==> src/rtl/rv_bp_pkg.sv <==
// Shared types for the execute-stage branch resolution slice: PC type,
// prediction queue entry, control-flow opcodes, FSM state, next-PC helper.
package rv_bp_pkg;

  typedef logic [47:0] pc_t;

  typedef struct packed {
    pc_t pc;
    pc_t pred_pc;
  } bp_entry_t;

  localparam logic [6:0] OP_JAL    = 7'h6f;
  localparam logic [6:0] OP_JALR   = 7'h67;
  localparam logic [6:0] OP_BRANCH = 7'h63;

  typedef enum logic [0:0] {
    ST_RUN   = 1'b0,
    ST_FLUSH = 1'b1
  } br_state_t;

  // Architecturally correct successor of a completing instruction.
  function automatic pc_t next_pc(pc_t pc, logic is_ctrl, logic taken, pc_t target);
    return (is_ctrl && taken) ? target : pc + pc_t'(4);
  endfunction

endpackage

==> src/rtl/br_resolve_if.sv <==
// Fetch-side prediction push, EX-side resolve, and predictor/pipeline
// redirect signals of the branch resolution unit.
interface br_resolve_if;
  import rv_bp_pkg::*;

  logic fe_valid;
  pc_t  fe_pc;
  pc_t  fe_pred_pc;
  logic fe_ready;

  logic ex_valid;
  pc_t  ex_pc;
  logic ex_is_ctrl;
  logic ex_taken;
  pc_t  ex_target;

  logic mispred_ex;
  pc_t  correct_pc_ex;
  pc_t  index_pc_ex;
  logic flush;

  // Pipeline side: drives fetched predictions and EX completions.
  modport master (
    output fe_valid, fe_pc, fe_pred_pc, ex_valid, ex_pc, ex_is_ctrl, ex_taken, ex_target,
    input  fe_ready, mispred_ex, correct_pc_ex, index_pc_ex, flush
  );

  // Resolution unit side.
  modport slave (
    input  fe_valid, fe_pc, fe_pred_pc, ex_valid, ex_pc, ex_is_ctrl, ex_taken, ex_target,
    output fe_ready, mispred_ex, correct_pc_ex, index_pc_ex, flush
  );

endinterface

==> src/rtl/bp_fifo.sv <==
// In-order synchronous FIFO for in-flight predictions. Callers only push
// when not full and only pop when not empty; clear wins over push/pop.
module bp_fifo
  import rv_bp_pkg::*;
#(
  parameter int  DEPTH = 8,
  parameter type T     = bp_entry_t
) (
  input  logic clk,
  input  logic n_reset,
  input  logic push,
  input  logic pop,
  input  logic clear,
  input  T     din,
  output T     head,
  output logic full,
  output logic empty
);

  localparam int PTR_W = $clog2(DEPTH);

  T                 mem [DEPTH];
  logic [PTR_W-1:0] wr_ptr;
  logic [PTR_W-1:0] rd_ptr;
  logic [PTR_W:0]   count;

  // Entry storage write.
  // NOTE: storage is deliberately not reset; pointers and count alone decide
  // which entries are valid, so clearing the array would only cost logic.
  always_ff @(posedge clk) begin
    if (push && !clear) mem[wr_ptr] <= din;
  end

  // Pointer and occupancy tracking; pointers wrap naturally at DEPTH.
  // NOTE: sequential state uses non-blocking assignments so every register
  // samples pre-edge values regardless of statement order.
  always_ff @(posedge clk or negedge n_reset) begin
    if (!n_reset) begin
      wr_ptr <= '0;
      rd_ptr <= '0;
      count  <= '0;
    end else if (clear) begin
      wr_ptr <= '0;
      rd_ptr <= '0;
      count  <= '0;
    end else begin
      if (push) wr_ptr <= wr_ptr + 1'b1;
      if (pop)  rd_ptr <= rd_ptr + 1'b1;
      case ({push, pop})
        2'b10:   count <= count + 1'b1;
        2'b01:   count <= count - 1'b1;
        default: count <= count;
      endcase
    end
  end

  assign head  = mem[rd_ptr];
  assign full  = (count == (PTR_W+1)'(DEPTH));
  assign empty = (count == '0);

endmodule

==> src/rtl/br_resolve.sv <==
// Execute-stage branch resolution: queues fetch-time predictions, checks
// each against the true next PC at EX, redirects the predictor and holds a
// timed flush on a mispredict.
module br_resolve
  import rv_bp_pkg::*;
#(
  parameter int DEPTH     = 8,
  parameter int FLUSH_LEN = 2,
  parameter int CNT_W     = 32
) (
  input  logic             clk,
  input  logic             n_reset,
  br_resolve_if.slave      bus,
  output logic             desync_err,
  output logic [CNT_W-1:0] stat_ctrl_cnt,
  output logic [CNT_W-1:0] stat_mispred_cnt
);

  localparam int TIMER_W = $clog2(FLUSH_LEN + 1);

  br_state_t        state;
  logic [TIMER_W-1:0] flush_timer;
  logic             mispred_q;
  logic             flush_q;
  pc_t              correct_q;
  pc_t              index_q;

  bp_entry_t fe_entry;
  bp_entry_t head;
  logic      full;
  logic      empty;
  logic      run;
  logic      fe_ready;
  logic      resolve;
  logic      desync;
  logic      mismatch;
  logic      push;
  logic      pop;
  pc_t       actual;

  assign run      = (state == ST_RUN);
  assign fe_ready = run && !full;
  assign resolve  = run && bus.ex_valid;
  assign desync   = resolve && (empty || (bus.ex_pc != head.pc));
  assign actual   = next_pc(bus.ex_pc, bus.ex_is_ctrl, bus.ex_taken, bus.ex_target);
  assign mismatch = resolve && !desync && (actual != head.pred_pc);
  assign pop      = resolve && !empty;
  // Fetches arriving alongside a mispredict are wrong-path and dropped.
  assign push     = bus.fe_valid && fe_ready && !mismatch;
  assign fe_entry = '{pc: bus.fe_pc, pred_pc: bus.fe_pred_pc};

  bp_fifo #(.DEPTH(DEPTH), .T(bp_entry_t)) u_fifo (
    .clk     (clk),
    .n_reset (n_reset),
    .push    (push),
    .pop     (pop),
    .clear   (mismatch),
    .din     (fe_entry),
    .head    (head),
    .full    (full),
    .empty   (empty)
  );

  // RUN/FLUSH control with registered redirect outputs and flush timer.
  always_ff @(posedge clk or negedge n_reset) begin
    if (!n_reset) begin
      state       <= ST_RUN;
      flush_timer <= '0;
      mispred_q   <= 1'b0;
      flush_q     <= 1'b0;
      correct_q   <= '0;
      index_q     <= '0;
    end else begin
      mispred_q <= 1'b0;
      case (state)
        ST_RUN: begin
          if (mismatch) begin
            state       <= ST_FLUSH;
            flush_timer <= TIMER_W'(FLUSH_LEN - 1);
            mispred_q   <= 1'b1;
            flush_q     <= 1'b1;
            correct_q   <= actual;
            index_q     <= bus.ex_pc;
          end
        end
        ST_FLUSH: begin
          if (flush_timer == '0) begin
            state   <= ST_RUN;
            flush_q <= 1'b0;
          end else begin
            flush_timer <= flush_timer - 1'b1;
          end
        end
        default: state <= ST_RUN;
      endcase
    end
  end

  // Sticky queue/EX ordering error flag.
  always_ff @(posedge clk or negedge n_reset) begin
    if (!n_reset)    desync_err <= 1'b0;
    else if (desync) desync_err <= 1'b1;
  end

  // Saturating statistics, updated only on well-ordered resolves.
  always_ff @(posedge clk or negedge n_reset) begin
    if (!n_reset) begin
      stat_ctrl_cnt    <= '0;
      stat_mispred_cnt <= '0;
    end else if (resolve && !desync) begin
      if (bus.ex_is_ctrl && (stat_ctrl_cnt != '1)) stat_ctrl_cnt <= stat_ctrl_cnt + 1'b1;
      if (mismatch && (stat_mispred_cnt != '1))    stat_mispred_cnt <= stat_mispred_cnt + 1'b1;
    end
  end

  assign bus.fe_ready      = fe_ready;
  assign bus.mispred_ex    = mispred_q;
  assign bus.flush         = flush_q;
  assign bus.correct_pc_ex = correct_q;
  assign bus.index_pc_ex   = index_q;

  a_mispred_single: assert property (@(posedge clk) disable iff (!n_reset) mispred_q |=> !mispred_q);
  a_ready_not_full: assert property (@(posedge clk) disable iff (!n_reset) !(fe_ready && full));

`ifndef SYNTHESIS
  int flush_run;

  // Length of the current flush pulse, for the pulse-width check below.
  always_ff @(posedge clk or negedge n_reset) begin
    if (!n_reset)    flush_run <= 0;
    else if (flush_q) flush_run <= flush_run + 1;
    else             flush_run <= 0;
  end

  // Every flush pulse starts with a mispredict and lasts exactly FLUSH_LEN.
  always @(posedge clk) begin
    if (n_reset) begin
      if (flush_q && flush_run == 0) a_flush_start: assert (mispred_q);
      if (!flush_q && flush_run != 0) a_flush_len: assert (flush_run == FLUSH_LEN);
    end
  end
`endif

endmodule

==> src/flat_wrapper.sv <==
// flat-port wrapper written by rule: the top's interface ports become plain ports
module br_resolve_flat import rv_bp_pkg::*;
#(
  parameter int DEPTH     = 8,
  parameter int FLUSH_LEN = 2,
  parameter int CNT_W     = 32
)
  (clk, n_reset, desync_err, stat_ctrl_cnt, stat_mispred_cnt, bus_fe_valid, bus_fe_pc, bus_fe_pred_pc, bus_ex_valid, bus_ex_pc, bus_ex_is_ctrl, bus_ex_taken, bus_ex_target, bus_fe_ready, bus_mispred_ex, bus_correct_pc_ex, bus_index_pc_ex, bus_flush);
  br_resolve_if bus_i ();
  input  logic clk;
  input  logic n_reset;
  output logic desync_err;
  output logic [CNT_W-1:0] stat_ctrl_cnt;
  output logic [CNT_W-1:0] stat_mispred_cnt;
  input wire logic [$bits(bus_i.fe_valid)-1:0] bus_fe_valid;
  input wire logic [$bits(bus_i.fe_pc)-1:0] bus_fe_pc;
  input wire logic [$bits(bus_i.fe_pred_pc)-1:0] bus_fe_pred_pc;
  input wire logic [$bits(bus_i.ex_valid)-1:0] bus_ex_valid;
  input wire logic [$bits(bus_i.ex_pc)-1:0] bus_ex_pc;
  input wire logic [$bits(bus_i.ex_is_ctrl)-1:0] bus_ex_is_ctrl;
  input wire logic [$bits(bus_i.ex_taken)-1:0] bus_ex_taken;
  input wire logic [$bits(bus_i.ex_target)-1:0] bus_ex_target;
  output wire logic [$bits(bus_i.fe_ready)-1:0] bus_fe_ready;
  output wire logic [$bits(bus_i.mispred_ex)-1:0] bus_mispred_ex;
  output wire logic [$bits(bus_i.correct_pc_ex)-1:0] bus_correct_pc_ex;
  output wire logic [$bits(bus_i.index_pc_ex)-1:0] bus_index_pc_ex;
  output wire logic [$bits(bus_i.flush)-1:0] bus_flush;
  assign bus_i.fe_valid = bus_fe_valid;
  assign bus_i.fe_pc = bus_fe_pc;
  assign bus_i.fe_pred_pc = bus_fe_pred_pc;
  assign bus_i.ex_valid = bus_ex_valid;
  assign bus_i.ex_pc = bus_ex_pc;
  assign bus_i.ex_is_ctrl = bus_ex_is_ctrl;
  assign bus_i.ex_taken = bus_ex_taken;
  assign bus_i.ex_target = bus_ex_target;
  assign bus_fe_ready = bus_i.fe_ready;
  assign bus_mispred_ex = bus_i.mispred_ex;
  assign bus_correct_pc_ex = bus_i.correct_pc_ex;
  assign bus_index_pc_ex = bus_i.index_pc_ex;
  assign bus_flush = bus_i.flush;
  br_resolve #(.DEPTH(DEPTH), .FLUSH_LEN(FLUSH_LEN), .CNT_W(CNT_W)) u_core (.clk(clk), .n_reset(n_reset), .bus(bus_i), .desync_err(desync_err), .stat_ctrl_cnt(stat_ctrl_cnt), .stat_mispred_cnt(stat_mispred_cnt));
endmodule
==> config.mk <==
export PLATFORM = sky130hd
export DESIGN_NAME = br_resolve_flat
export DESIGN_NICKNAME = d
export VERILOG_FILES = /design/src/rtl/rv_bp_pkg.sv /design/src/rtl/br_resolve_if.sv /design/src/rtl/bp_fifo.sv /design/src/rtl/br_resolve.sv /design/src/flat_wrapper.sv
export SDC_FILE = /design/constraint.sdc
export NUM_CORES = 1
export LEC_CHECK = 0
export ABC_CLOCK_PERIOD_IN_PS = 7800
export CAP_MARGIN = 0
export CORE_UTILIZATION = 58
export CTS_CLUSTER_SIZE = 14
export DETAILED_ROUTE_END_ITERATION = 16
export GPL_TIMING_DRIVEN = 0
export PLACE_DENSITY_LB_ADDON = 0.1
export SLEW_MARGIN = 40
export SYNTH_ARGS = -nofsm -noshare
export SYNTH_HDL_FRONTEND = slang
export SYNTH_SLANG_ARGS = --single-unit
==> constraint.sdc <==
create_clock -name clk -period 7.8 [get_ports clk]
set_input_delay 1.56 -clock clk [delete_from_list [all_inputs] [get_ports clk]]
set_output_delay 1.56 -clock clk [all_outputs]
set_load 0.01 [all_outputs]
==> metrics.txt <==
status=finished, final reports clean; cell count after synthesis=2247; worst-path maximum fanout=10; reg2reg path depth=23; mapped cell area=39600 um2; fillers=4174; CTS tree=done; DR iter-0 viols=2655; Yosys reg bits=944; Tot GR Track Use=0.314; via count=23300; leakage=17.3 nW; Worst Hold End=u_core.stat_ctrl_cnt[5]; crit path DAT=8.03 ns; Reg2Reg Setup Slack=0.39 ns; FF-to-FF End=u_core.u_fifo.count[3]; Die Y=263 um; RSZ-0062 raised after global routing=no; Power Total=15.4 mW; row count=95; Post-synth EDFFs=768; fmax=134 MHz; Power Density=321 nW/um2; core area=67400 um2; RR Startpoint=u_core.u_fifo.rd_ptr[1]; vias in the first global route=23300; vias per inst=6.34; antenna viol nets, final=0; clock transition at the registers of the reported paths=0.06 ns; commonest non-fill, non-tap cell in the layout=edfxtp_1; Wirelength per Cell=29.3 um; First-pass DRT Iterations=6; Ys Warns=0; post-route insts no fill=3671; global route overflow=0; Root Driver=clkbuf_16; CP endpoint kind=flop; DIE AREA=69300 um2; share of cells above drive strength 1=0.168; number of failing hold endpoints at the final stage=0; # hold bufs at CTS=0; Hold Crit Class=reg2reg; syn nets=2455; total CTS buffers=94; Clock Skew=0.0318 ns; clk sinks=944; largest net degree at the start of global routing=64; Syn-to-layout area delta=21.4%; dpl cells=3488; fin worst setup slack=0.315 ns; hold path cells=1; pre-CTS setup slack=-1.26 ns; Worst IR Drop VDD=228 uV; Detailed Route WL=108000 um; DRC=0; placer congestion estimate=0.922; Setup-failing EPs final=0; crit share post-route=0.960; CTS Buffer Depth=3; Unique masters post-synth=61; Ports=362; register area share after synthesis=0.694; final net count=2924; Sum Neg Setup Slack=0 ns; Die Width=263 um; critical path class=in2reg; Primary FF master, synth=edfxtp_1; Initial Util=0.587; Worst slew margin=0.393; final max-slew violation count=0; maximum capacitance violations=0; Clock Latency Late Sink=0.68 ns; hpwl dp=76300 um; Data required, critical path=8.35 ns; commonest cells after routing, fill and taps aside=edfxtp_1, clkdlybuf4s50_1, mux4_2; Worst Hold Slack=0.486 ns; Synth Area per Inst=17.6 um2; Worst Setup Start Kind=input port; I/O Buffers=340; worst-margin pin slew=0.901 ns; Final Critical Period=7.49 ns; H-tree lvl count=3; Hold Crit Start=u_core.stat_ctrl_cnt[5]; initial antenna violation count=5; Synth async-reset ratio=0.186; global-route wire length before repair=157000 um
[metal layers]
| layer | routed length (um) | global-route usage |
|---|---|---|
| met5 | 34 | 0 |
| met1 | 43000 | 0.441 |
| met3 | 9660 | 0.0673 |
| met4 | 2940 | 0.0885 |
| met2 | 52100 | 0.503 |
[kinds of logic after synthesis]
family / after synthesis / share of synthesized area
buf+inv: 159 / 0.0186
mux: 403 / 0.163
fa+ha+maj: 10 / 0.00335
xor+xnor: 178 / 0.0394
flops: 944 / 0.694
compound gates: 116 / 0.0200
simple gates: 437 / 0.0617
[synth_stat cells (4+ instances only)]
| library cell | instances | area share |
|---|---|---|
| edfxtp_1 | 768 | 0.58 |
| mux4_2 | 184 | 0.10 |
| dfrtp_1 | 176 | 0.11 |
| mux2i_1 | 134 | 0.034 |
| xnor2_1 | 104 | 0.023 |
| nor2_1 | 80 | 0.0076 |
| mux2_1 | 77 | 0.022 |
| xor2_1 | 74 | 0.016 |
| nand2_1 | 71 | 0.0067 |
| clkbuf_1 | 54 | 0.0051 |
| nand4_1 | 53 | 0.0084 |
| nand3_1 | 40 | 0.0051 |
| inv_1 | 39 | 0.0037 |
| buf_2 | 35 | 0.0044 |
| o21ai_0 | 30 | 0.0038 |
| nor4_1 | 28 | 0.0044 |
| or4_1 | 25 | 0.0047 |
| and3_1 | 23 | 0.0036 |
| and2_1 | 22 | 0.0035 |
| nor3_1 | 20 | 0.0025 |
| a31oi_1 | 15 | 0.0024 |
| o31ai_1 | 15 | 0.0028 |
| and4_1 | 14 | 0.0031 |
| buf_1 | 14 | 0.0013 |
| nor3b_1 | 13 | 0.0025 |
| a22oi_1 | 9 | 0.0017 |
| buf_4 | 9 | 0.0017 |
| ha_1 | 9 | 0.0028 |
| nand2b_1 | 9 | 0.0014 |
| or3_1 | 9 | 0.0014 |
| buf_6 | 8 | 0.0023 |
| mux2_2 | 8 | 0.0023 |
| a21oi_1 | 7 | 0.00089 |
| a31o_2 | 6 | 0.0013 |
| o211ai_1 | 6 | 0.0011 |
| nor2b_1 | 5 | 0.00079 |
| a211oi_1 | 4 | 0.00076 |
| or4b_2 | 4 | 0.0010 |
[flip-flops by register name, summed over array words and instances, names as in the netlist]
signal / flops
u_core.u_fifo.wr_ptr: 3
u_core.bus.mispred_ex: 1
u_core.bus.index_pc_ex: 48
u_core.state: 1
u_core.desync_err: 1
u_core.u_fifo.count: 4
u_core.u_fifo.mem: 768
u_core.flush_timer: 2
u_core.bus.correct_pc_ex: 48
u_core.bus.flush: 1
u_core.stat_mispred_cnt: 32
u_core.stat_ctrl_cnt: 32
u_core.u_fifo.rd_ptr: 3
[final cells by class]
class                   instances  area (um2)  area share
diodes                          1        2.50   0.0000521
well taps                     873        1090      0.0227
flip-flops and latches        944       27500       0.572
clock inverters                55         661      0.0138
repair buffers                373        4030      0.0840
clock buffers                 122        2540      0.0529
inverters                      39         146     0.00305
multi-input cells            1144       11500       0.239
plain buffers                 120         608      0.0127
[worst max-delay path by stage]
stage,slack (ns),start,cells past startpoint,end
after floorplan,0.91,bus_ex_is_ctrl,14,u_core.u_fifo.mem[1][0]
after global placement,-2.62,bus_ex_pc[2],15,u_core.u_fifo.mem[3][61]
after detailed placement,-1.26,bus_ex_pc[2],23,u_core.u_fifo.count[3]
after CTS,0.01,bus_ex_pc[14],22,u_core.u_fifo.count[3]
after global routing,0.15,bus_ex_pc[6],23,u_core.u_fifo.count[3]
final,0.31,bus_ex_taken,23,u_core.u_fifo.count[3]
[power breakdown]
part | total [mW] | switching (mW) | leakage (nW) | internal (mW)
logic | 4.53 | 2.59 | 6.50 | 1.94
registers | 6.26 | 0.150 | 9.27 | 6.11
clock network | 4.62 | 1.93 | 1.55 | 2.69
[critical path, stage by stage]
cell,delay (ns)
clkdlybuf4s50_1,0.69
and2_1,0.28
clkbuf_1,0.20
clkbuf_2,0.28
clkbuf_2,0.31
o21ai_0,0.78
xnor2_1,0.21
nor4b_1,0.36
nand4_1,0.17
or4_1,0.60
nor4_4,0.32
nand2b_1,0.19
buf_6,0.21
buf_2,0.29
nand2_1,0.12
ha_1,0.28
ha_1,0.29
a21o_1,0.17
a21oi_1,0.17
xor2_1,0.18
nor2_1,0.07
xor2_1,0.14
and2_1,0.16
[per-stage QoR]
step	utilization	area, um2
after floorplan	-	39600
after global placement	0.654	44100
after detailed placement	0.663	44700
after CTS	0.711	47900
after global routing	0.713	48000
final	0.713	48000
[repair_timing]
| action | CTS | global route |
|---|---|---|
| cloned | 0 | 0 |
| buffers inserted | 2 | 3 |
| pin swaps | 2 | 2 |
| setup endpoints to repair | 412 | 25 |
| gates resized for setup | 7 | 18 |
Power figures use the tool's default switching activity.
